$ cat src/rtl/des_iterative_core.sv
// des_iterative_core
//   Iterative DES engine: one Feistel round per clock, 16 rounds per block,
//   encrypt or decrypt selected per block.
//
//   clk        rising-edge clock
//   rst        synchronous active-high reset
//   in_valid   data_in/key/decrypt carry a block to start
//   in_ready   core is idle and will take a block on this edge
//   data_in    64-bit input block, bit 64 = DES bit 1
//   key        64-bit key incl. parity (parity bits ignored)
//   decrypt    0 = encrypt, 1 = decrypt, latched with the block
//   out_valid  data_out holds a finished result
//   out_ready  consumer takes data_out on this edge
//   data_out   64-bit result block, same ordering as data_in
module des_iterative_core (
    input  logic        clk,
    input  logic        rst,
    input  logic        in_valid,
    output logic        in_ready,
    input  logic [64:1] data_in,
    input  logic [64:1] key,
    input  logic        decrypt,
    output logic        out_valid,
    input  logic        out_ready,
    output logic [64:1] data_out
);

    // Permutation tables hold 1-based DES bit numbers (bit 1 = MSB).
    localparam int IP_TBL [64] = '{58,50,42,34,26,18,10,2, 60,52,44,36,28,20,12,4,
                                   62,54,46,38,30,22,14,6, 64,56,48,40,32,24,16,8,
                                   57,49,41,33,25,17,9,1,  59,51,43,35,27,19,11,3,
                                   61,53,45,37,29,21,13,5, 63,55,47,39,31,23,15,7};
    localparam int FP_TBL [64] = '{40,8,48,16,56,24,64,32, 39,7,47,15,55,23,63,31,
                                   38,6,46,14,54,22,62,30, 37,5,45,13,53,21,61,29,
                                   36,4,44,12,52,20,60,28, 35,3,43,11,51,19,59,27,
                                   34,2,42,10,50,18,58,26, 33,1,41,9,49,17,57,25};
    localparam int E_TBL [48] = '{32,1,2,3,4,5, 4,5,6,7,8,9, 8,9,10,11,12,13, 12,13,14,15,16,17,
                                  16,17,18,19,20,21, 20,21,22,23,24,25, 24,25,26,27,28,29, 28,29,30,31,32,1};
    localparam int P_TBL [32] = '{16,7,20,21,29,12,28,17, 1,15,23,26,5,18,31,10,
                                  2,8,24,14,32,27,3,9,    19,13,30,6,22,11,4,25};
    localparam int PC1_TBL [56] = '{57,49,41,33,25,17,9, 1,58,50,42,34,26,18,
                                    10,2,59,51,43,35,27, 19,11,3,60,52,44,36,
                                    63,55,47,39,31,23,15, 7,62,54,46,38,30,22,
                                    14,6,61,53,45,37,29, 21,13,5,28,20,12,4};
    localparam int PC2_TBL [48] = '{14,17,11,24,1,5, 3,28,15,6,21,10, 23,19,12,4,26,8, 16,7,27,20,13,2,
                                    41,52,31,37,47,55, 30,40,51,45,33,48, 44,49,39,56,34,53, 46,42,50,36,29,32};
    // S-boxes, row-major: entry index = row*16 + column.
    localparam int SBOX [8][64] = '{
        '{14,4,13,1,2,15,11,8,3,10,6,12,5,9,0,7, 0,15,7,4,14,2,13,1,10,6,12,11,9,5,3,8,
          4,1,14,8,13,6,2,11,15,12,9,7,3,10,5,0, 15,12,8,2,4,9,1,7,5,11,3,14,10,0,6,13},
        '{15,1,8,14,6,11,3,4,9,7,2,13,12,0,5,10, 3,13,4,7,15,2,8,14,12,0,1,10,6,9,11,5,
          0,14,7,11,10,4,13,1,5,8,12,6,9,3,2,15, 13,8,10,1,3,15,4,2,11,6,7,12,0,5,14,9},
        '{10,0,9,14,6,3,15,5,1,13,12,7,11,4,2,8, 13,7,0,9,3,4,6,10,2,8,5,14,12,11,15,1,
          13,6,4,9,8,15,3,0,11,1,2,12,5,10,14,7, 1,10,13,0,6,9,8,7,4,15,14,3,11,5,2,12},
        '{7,13,14,3,0,6,9,10,1,2,8,5,11,12,4,15, 13,8,11,5,6,15,0,3,4,7,2,12,1,10,14,9,
          10,6,9,0,12,11,7,13,15,1,3,14,5,2,8,4, 3,15,0,6,10,1,13,8,9,4,5,11,12,7,2,14},
        '{2,12,4,1,7,10,11,6,8,5,3,15,13,0,14,9, 14,11,2,12,4,7,13,1,5,0,15,10,3,9,8,6,
          4,2,1,11,10,13,7,8,15,9,12,5,6,3,0,14, 11,8,12,7,1,14,2,13,6,15,0,9,10,4,5,3},
        '{12,1,10,15,9,2,6,8,0,13,3,4,14,7,5,11, 10,15,4,2,7,12,9,5,6,1,13,14,0,11,3,8,
          9,14,15,5,2,8,12,3,7,0,4,10,1,13,11,6, 4,3,2,12,9,5,15,10,11,14,1,7,6,0,8,13},
        '{4,11,2,14,15,0,8,13,3,12,9,7,5,10,6,1, 13,0,11,7,4,9,1,10,14,3,5,12,2,15,8,6,
          1,4,11,13,12,3,7,14,10,15,6,8,0,5,9,2, 6,11,13,8,1,4,10,7,9,5,0,15,14,2,3,12},
        '{13,2,8,4,6,15,11,1,10,9,3,14,5,0,12,7, 1,15,13,8,10,3,7,4,12,5,6,11,0,14,9,2,
          7,11,4,1,9,12,14,2,0,6,10,13,15,3,5,8, 2,1,14,7,4,10,8,13,15,12,9,0,3,5,6,11}
    };

    typedef enum logic [1:0] {IDLE, RUN, DONE} state_t;

    function automatic logic [63:0] perm_ip(input logic [63:0] x);
        logic [63:0] y;
        for (int k = 0; k < 64; k++) y[6'(63 - k)] = x[6'(64 - IP_TBL[k])];
        return y;
    endfunction

    function automatic logic [63:0] perm_fp(input logic [63:0] x);
        logic [63:0] y;
        for (int k = 0; k < 64; k++) y[6'(63 - k)] = x[6'(64 - FP_TBL[k])];
        return y;
    endfunction

    function automatic logic [47:0] perm_e(input logic [31:0] x);
        logic [47:0] y;
        for (int k = 0; k < 48; k++) y[6'(47 - k)] = x[5'(32 - E_TBL[k])];
        return y;
    endfunction

    function automatic logic [31:0] perm_p(input logic [31:0] x);
        logic [31:0] y;
        for (int k = 0; k < 32; k++) y[5'(31 - k)] = x[5'(32 - P_TBL[k])];
        return y;
    endfunction

    function automatic logic [55:0] perm_pc1(input logic [63:0] x);
        logic [55:0] y;
        for (int k = 0; k < 56; k++) y[6'(55 - k)] = x[6'(64 - PC1_TBL[k])];
        return y;
    endfunction

    function automatic logic [47:0] perm_pc2(input logic [55:0] x);
        logic [47:0] y;
        for (int k = 0; k < 48; k++) y[6'(47 - k)] = x[6'(56 - PC2_TBL[k])];
        return y;
    endfunction

    // Rotate a 28-bit key half by 0, 1 or 2 places; "left" moves DES bit 2 into bit 1.
    function automatic logic [27:0] rot28(input logic [27:0] x, input logic dir_left,
                                          input logic [1:0] amt);
        logic [27:0] y;
        case ({dir_left, amt})
            3'b101:  y = {x[26:0], x[27]};
            3'b110:  y = {x[25:0], x[27:26]};
            3'b001:  y = {x[0], x[27:1]};
            3'b010:  y = {x[1:0], x[27:2]};
            default: y = x;
        endcase
        return y;
    endfunction

    // Key-schedule shift for schedule step n (1..16).
    function automatic logic [1:0] sched(input logic [4:0] n);
        return (n == 5'd1 || n == 5'd2 || n == 5'd9 || n == 5'd16) ? 2'd1 : 2'd2;
    endfunction

    state_t      state_reg, state_next;
    logic [4:0]  round_reg;
    logic [31:0] l_reg, r_reg;
    logic [55:0] cd_reg, cd_start_reg;
    logic        decrypt_reg;
    logic [63:0] data_out_reg;

    logic [1:0]  rot_amt;
    logic [27:0] c_rot, d_rot;
    logic [55:0] cd_next;
    logic [47:0] round_key, sbox_in;
    logic [31:0] sbox_out, r_new;

    // Decrypt walks the schedule backwards: round 1 uses the unrotated key,
    // later rounds undo the encrypt shift of step 18-i.
    always_comb begin
        rot_amt = sched(round_reg);
        if (decrypt_reg) begin
            rot_amt = (round_reg == 5'd1) ? 2'd0 : sched(5'd18 - round_reg);
        end
    end

    assign c_rot     = rot28(cd_reg[55:28], !decrypt_reg, rot_amt);
    assign d_rot     = rot28(cd_reg[27:0],  !decrypt_reg, rot_amt);
    assign round_key = perm_pc2({c_rot, d_rot});
    assign sbox_in   = perm_e(r_reg) ^ round_key;

    genvar gi;
    generate
        for (gi = 0; gi < 8; gi++) begin : g_sbox
            logic [5:0] six;
            assign six = sbox_in[47 - 6*gi -: 6];
            // Outer bits pick the row, inner four bits pick the column.
            assign sbox_out[31 - 4*gi -: 4] = 4'(SBOX[gi][{six[5], six[0], six[4:1]}]);
        end
    endgenerate

    assign r_new = l_reg ^ perm_p(sbox_out);

    // Decrypt rotates 27 places over its 16 rounds; one extra right step on
    // the last round returns C/D to C0/D0, matching encrypt's full 28.
    assign cd_next = (decrypt_reg && round_reg == 5'd16)
                   ? {rot28(c_rot, 1'b0, 2'd1), rot28(d_rot, 1'b0, 2'd1)}
                   : {c_rot, d_rot};

    always_comb begin
        state_next = state_reg;
        case (state_reg)
            IDLE:    if (in_valid) state_next = RUN;
            RUN:     if (round_reg == 5'd16) state_next = DONE;
            DONE:    if (out_ready) state_next = IDLE;
            default: state_next = IDLE;
        endcase
    end

    always_ff @(posedge clk) begin
        if (rst) state_reg <= IDLE;
        else     state_reg <= state_next;
    end

    always_ff @(posedge clk) begin
        if (rst) begin
            round_reg    <= '0;
            l_reg        <= '0;
            r_reg        <= '0;
            cd_reg       <= '0;
            cd_start_reg <= '0;
            decrypt_reg  <= 1'b0;
            data_out_reg <= '0;
        end else begin
            case (state_reg)
                IDLE: if (in_valid) begin
                    {l_reg, r_reg} <= perm_ip(data_in);
                    cd_reg         <= perm_pc1(key);
                    cd_start_reg   <= perm_pc1(key);
                    decrypt_reg    <= decrypt;
                    round_reg      <= 5'd1;
                end
                RUN: begin
                    l_reg     <= r_reg;
                    r_reg     <= r_new;
                    cd_reg    <= cd_next;
                    round_reg <= round_reg + 5'd1;
                    // Output takes the halves swapped: {R16, L16}.
                    if (round_reg == 5'd16) data_out_reg <= perm_fp({r_new, r_reg});
                end
                default: ;
            endcase
        end
    end

    // The key schedule must close on itself after every block.
    always_ff @(posedge clk) begin
        if (!rst && state_reg == DONE) begin
            assert (cd_reg == cd_start_reg);
        end
    end

    assign in_ready  = (state_reg == IDLE) && !rst;
    assign out_valid = (state_reg == DONE) && !rst;
    assign data_out  = data_out_reg;

endmodule
$ cat config.mk
export PLATFORM = sky130hd
export DESIGN_NAME = des_iterative_core
export DESIGN_NICKNAME = d
export VERILOG_FILES = /design/src/rtl/des_iterative_core.sv
export SDC_FILE = /design/constraint.sdc
export NUM_CORES = 1
export LEC_CHECK = 0
export ABC_AREA = 1
export CAP_MARGIN = 10
export CORE_ASPECT_RATIO = 1.1
export CORE_UTILIZATION = 52
export CTS_CLUSTER_SIZE = 20
export DETAILED_ROUTE_END_ITERATION = 10
export PLACE_DENSITY = 0.87
export REMOVE_ABC_BUFFERS = 1
export SLEW_MARGIN = 15
export SYNTH_ARGS = -nofsm -noshare
export SYNTH_HDL_FRONTEND = slang
export SYNTH_SLANG_ARGS = --single-unit
export TNS_END_PERCENT = 30
$ cat constraint.sdc
create_clock -name clk -period 6.2 [get_ports clk]
set_clock_uncertainty 0.1 [all_clocks]
set_input_delay 0.62 -clock clk [delete_from_list [all_inputs] [get_ports clk]]
set_output_delay 0.62 -clock clk [all_outputs]
set_load 0.005 [all_outputs]
==> results.sh <==
export IMPL_io_buffer_count=50
export IMPL_largest_reg_flops=28
export IMPL_antenna_found_initial=0
export IMPL_crit_fanout=30
export IMPL_worstReg2RegEnd="r_reg[13]"
export IMPL_drv_cap=0
export IMPL_seq_area_frac_synth=0.241
export IMPL_hp_class="reg -> reg"
export IMPL_avgRoutedWirePerCell_um=14.8
export IMPL_num_rows=42
export IMPL_first_pass_iters=5
export IMPL_layout_area_overhead_vs_synth_pct=9.71
export IMPL_gr_total_overflow=0
export IMPL_nets=1187
export IMPL_die_height_um=120
export IMPL_drtIter0Drc=668
export IMPL_worstPathArrival_ns=4.27
export IMPL_endpoint_kind="flop"
export IMPL_ys_flop_type="dfxtp_1"
export IMPL_power_mw=1.72
export IMPL_r2r_start="round_reg[1]"
export IMPL_gp_congestion=0.958
export IMPL_finalCritPeriodShare=0.662
export IMPL_fin_cells=1184
export IMPL_postCtsHoldBufs=0
export IMPL_cts_tree="yes"
export IMPL_crit_path_end="r_reg[13]"
export IMPL_clockRootBuffer="clkbuf_16"
export IMPL_num_fill_cells=1155
export IMPL_period_needed_ns=4.10
export IMPL_final_area_um2=7200
export IMPL_netlist_area_um2=6560
export IMPL_finalSetupViolCount=0
export IMPL_synth_avg_cell_area_um2=6.53
export IMPL_clk_pin_slew_ns=0.06
export IMPL_slew_violations=0
export IMPL_yosys_register_bits=79
export IMPL_post_cts_repair_setup_buffers=0
export IMPL_power_density_nw_per_um2=239
export IMPL_synth_edff_count=0
export IMPL_async_flop_share=0
export IMPL_hpwl_um=11900
export IMPL_cts_buffer_depth=2
export IMPL_insertedDiodeCount=0
export IMPL_crit_start="round_reg[1]"
export IMPL_synth_top_area_share=0.241
export IMPL_vias_per_cell=5.67
export IMPL_tightest_slew_ns=1.07
export IMPL_grt_pass1_vias=5922
export IMPL_netlist_instances=1005
export IMPL_core_um2=12100
export IMPL_dp_cells=1168
export IMPL_cp_start_kind="flop"
export IMPL_post_cts_resized=0
export IMPL_synth_cell_types=44
export IMPL_grt_max_degree=46
export IMPL_routed_wl_um=17500
export IMPL_num_vias=6712
export IMPL_placed_area_um2=6890
export IMPL_cts_sinks=79
export IMPL_status="complete, no violations"
export IMPL_max_slew_margin=0.282
export IMPL_synth_top_cell_by_area="dfxtp_1"
export IMPL_grt_usage=0.272
export IMPL_rsz0062_at_grt="false"
export IMPL_yosys_top_cells_area="dfxtp_1, nand2_1, nand3_1"
export IMPL_leakage_nw=2.97
export IMPL_rrSetupSlack_ns=2.10
export IMPL_ant_nets=0
export IMPL_criticalPathCategory="reg -> reg"
export IMPL_rr_worst_depth=20
export IMPL_grt_pass1_wl_um=28300
export IMPL_required_ns=6.37
export IMPL_max_clock_freq_mhz=244
export IMPL_ys_warn_count=0
export IMPL_htreeDepth=3
export IMPL_drive_gt1_frac=0.113
export IMPL_clk_latency_ns=0.34
export IMPL_fin_tns_setup_ns=0
export IMPL_route_detailed_drc=0
export IMPL_start_util=0.540
export IMPL_fp_dieArea_um2=13100
export IMPL_cts_made_buffers=9
export IMPL_hold_violations=0
export IMPL_worstHoldStart="r_reg[20]"
export IMPL_peakVddDrop_v=0.000169
export IMPL_io_pins=199
export IMPL_fp_dieW_um=109
-- worst max-delay path, stage by stage, from the launching register on --
cell and delay, ns:
dfxtp_1 0.37, inv_1 0.12, ha_1 0.22, nand2_2 0.11, nor2_8 0.20, nand2_2 0.34, inv_1 0.74, nand2_1 0.10
nand2_1 0.29, inv_1 0.14, ha_1 0.34, inv_1 0.04, nand2_1 0.12, nand3_1 0.09, nand2_1 0.08, nand2_1 0.05
nand2_1 0.09, nand2_1 0.06, nand2_1 0.05, nand3_1 0.14, a21oi_1 0.20
-- cell usage in the layout (no fill, tap or decap), types with 3 or more instances in the layout --
master	instances
nand2_1	282
nand3_1	112
a21oi_1	98
dfxtp_1	79
inv_1	72
o21ai_0	62
clkdlybuf4s50_1	49
conb_1	48
ha_1	29
nand2_2	27
nor2_1	24
a221oi_1	17
inv_2	14
nand2_4	12
nand4_1	9
clkbuf_16	9
o21ai_1	8
nor2_2	6
o221ai_1	6
buf_4	5
o22ai_1	4
nand3_2	4
a21oi_2	4
nor2_8	4
o2111ai_1	3
o221ai_2	3
o211ai_1	3
nand3b_1	3
or2_2	3
clkinvlp_4	3
-- power breakdown --
part | switching, mW | internal, mW
combinational | 0.402 | 0.199
clock | 0.233 | 0.316
sequential | 0.0316 | 0.537
total | 0.666 | 1.05
-- metrics by stage --
| stage | setup WS [ns] | hold slack, ns | utilization |
|---|---|---|---|
| after global placement | 2.30 | 0.349 | 0.568 |
| after global routing | 1.79 | 0.380 | 0.593 |
| final | 2.10 | 0.364 | 0.593 |
| after floorplan | 2.48 | 0.335 | - |
| after CTS | 2.21 | 0.365 | 0.593 |
| after detailed placement | 2.26 | 0.353 | 0.568 |
-- logic make-up (layout without fill, tap and decap cells) --
family,after synthesis,in the layout,synth area share
compound gates,214,214,0.193
other cells,1,48,0.000572
xor+xnor,3,3,0.00515
flops,79,79,0.241
fa+ha+maj,29,29,0.0553
simple gates,495,495,0.363
buf+inv,184,162,0.143
-- area by class of cell --
class	count	area, um2	share of cell area
Multi-Input combinational cell	789	4230	0.588
Clock buffer	9	225	0.0313
Clock inverter	7	78.8	0.0110
Timing Repair Buffer	55	533	0.0741
Sequential cell	79	1580	0.220
Inverter	91	352	0.0489
Tap cell	154	193	0.0268
-- Yosys cell counts, types with 2 or more instances --
cell / count
a21oi_1: 98
a21oi_2: 4
a221oi_1: 17
buf_2: 8
buf_4: 50
buf_6: 5
clkbuf_1: 30
clkinv_1: 2
dfxtp_1: 79
ha_1: 29
inv_1: 72
inv_2: 14
inv_4: 2
nand2_1: 282
nand2_2: 27
nand2_4: 12
nand3_1: 112
nand3_2: 4
nand3_4: 2
nand3b_1: 3
nand4_1: 9
nor2_1: 26
nor2_2: 6
nor2_8: 4
nor3_1: 2
o2111ai_1: 3
o211ai_1: 3
o211ai_2: 2
o21ai_0: 62
o21ai_1: 8
o21ai_2: 2
o221ai_1: 6
o221ai_2: 3
o22ai_1: 4
or2_2: 3
xor2_1: 2
-- worst min-delay path by stage --
stage,endpoint,slack (ns),cells after the start
after global routing,data_out[10],0.38,2
after floorplan,r_reg[20],0.34,2
final,r_reg[20],0.36,2
after global placement,r_reg[22],0.35,2
after CTS,data_out[26],0.37,2
after detailed placement,data_out[6],0.35,2
-- routing by layer --
layer	share of wire	wire (um)	vias up	track usage
met5	0	0	-	0
met2	0.45	7800	390	0.415
met1	0.41	7220	2975	0.361
li1	-	-	3295	-
met4	0.041	708	0	0.148
met3	0.10	1760	52	0.0473
No activity file was read; power rests on OpenSTA's default activity.
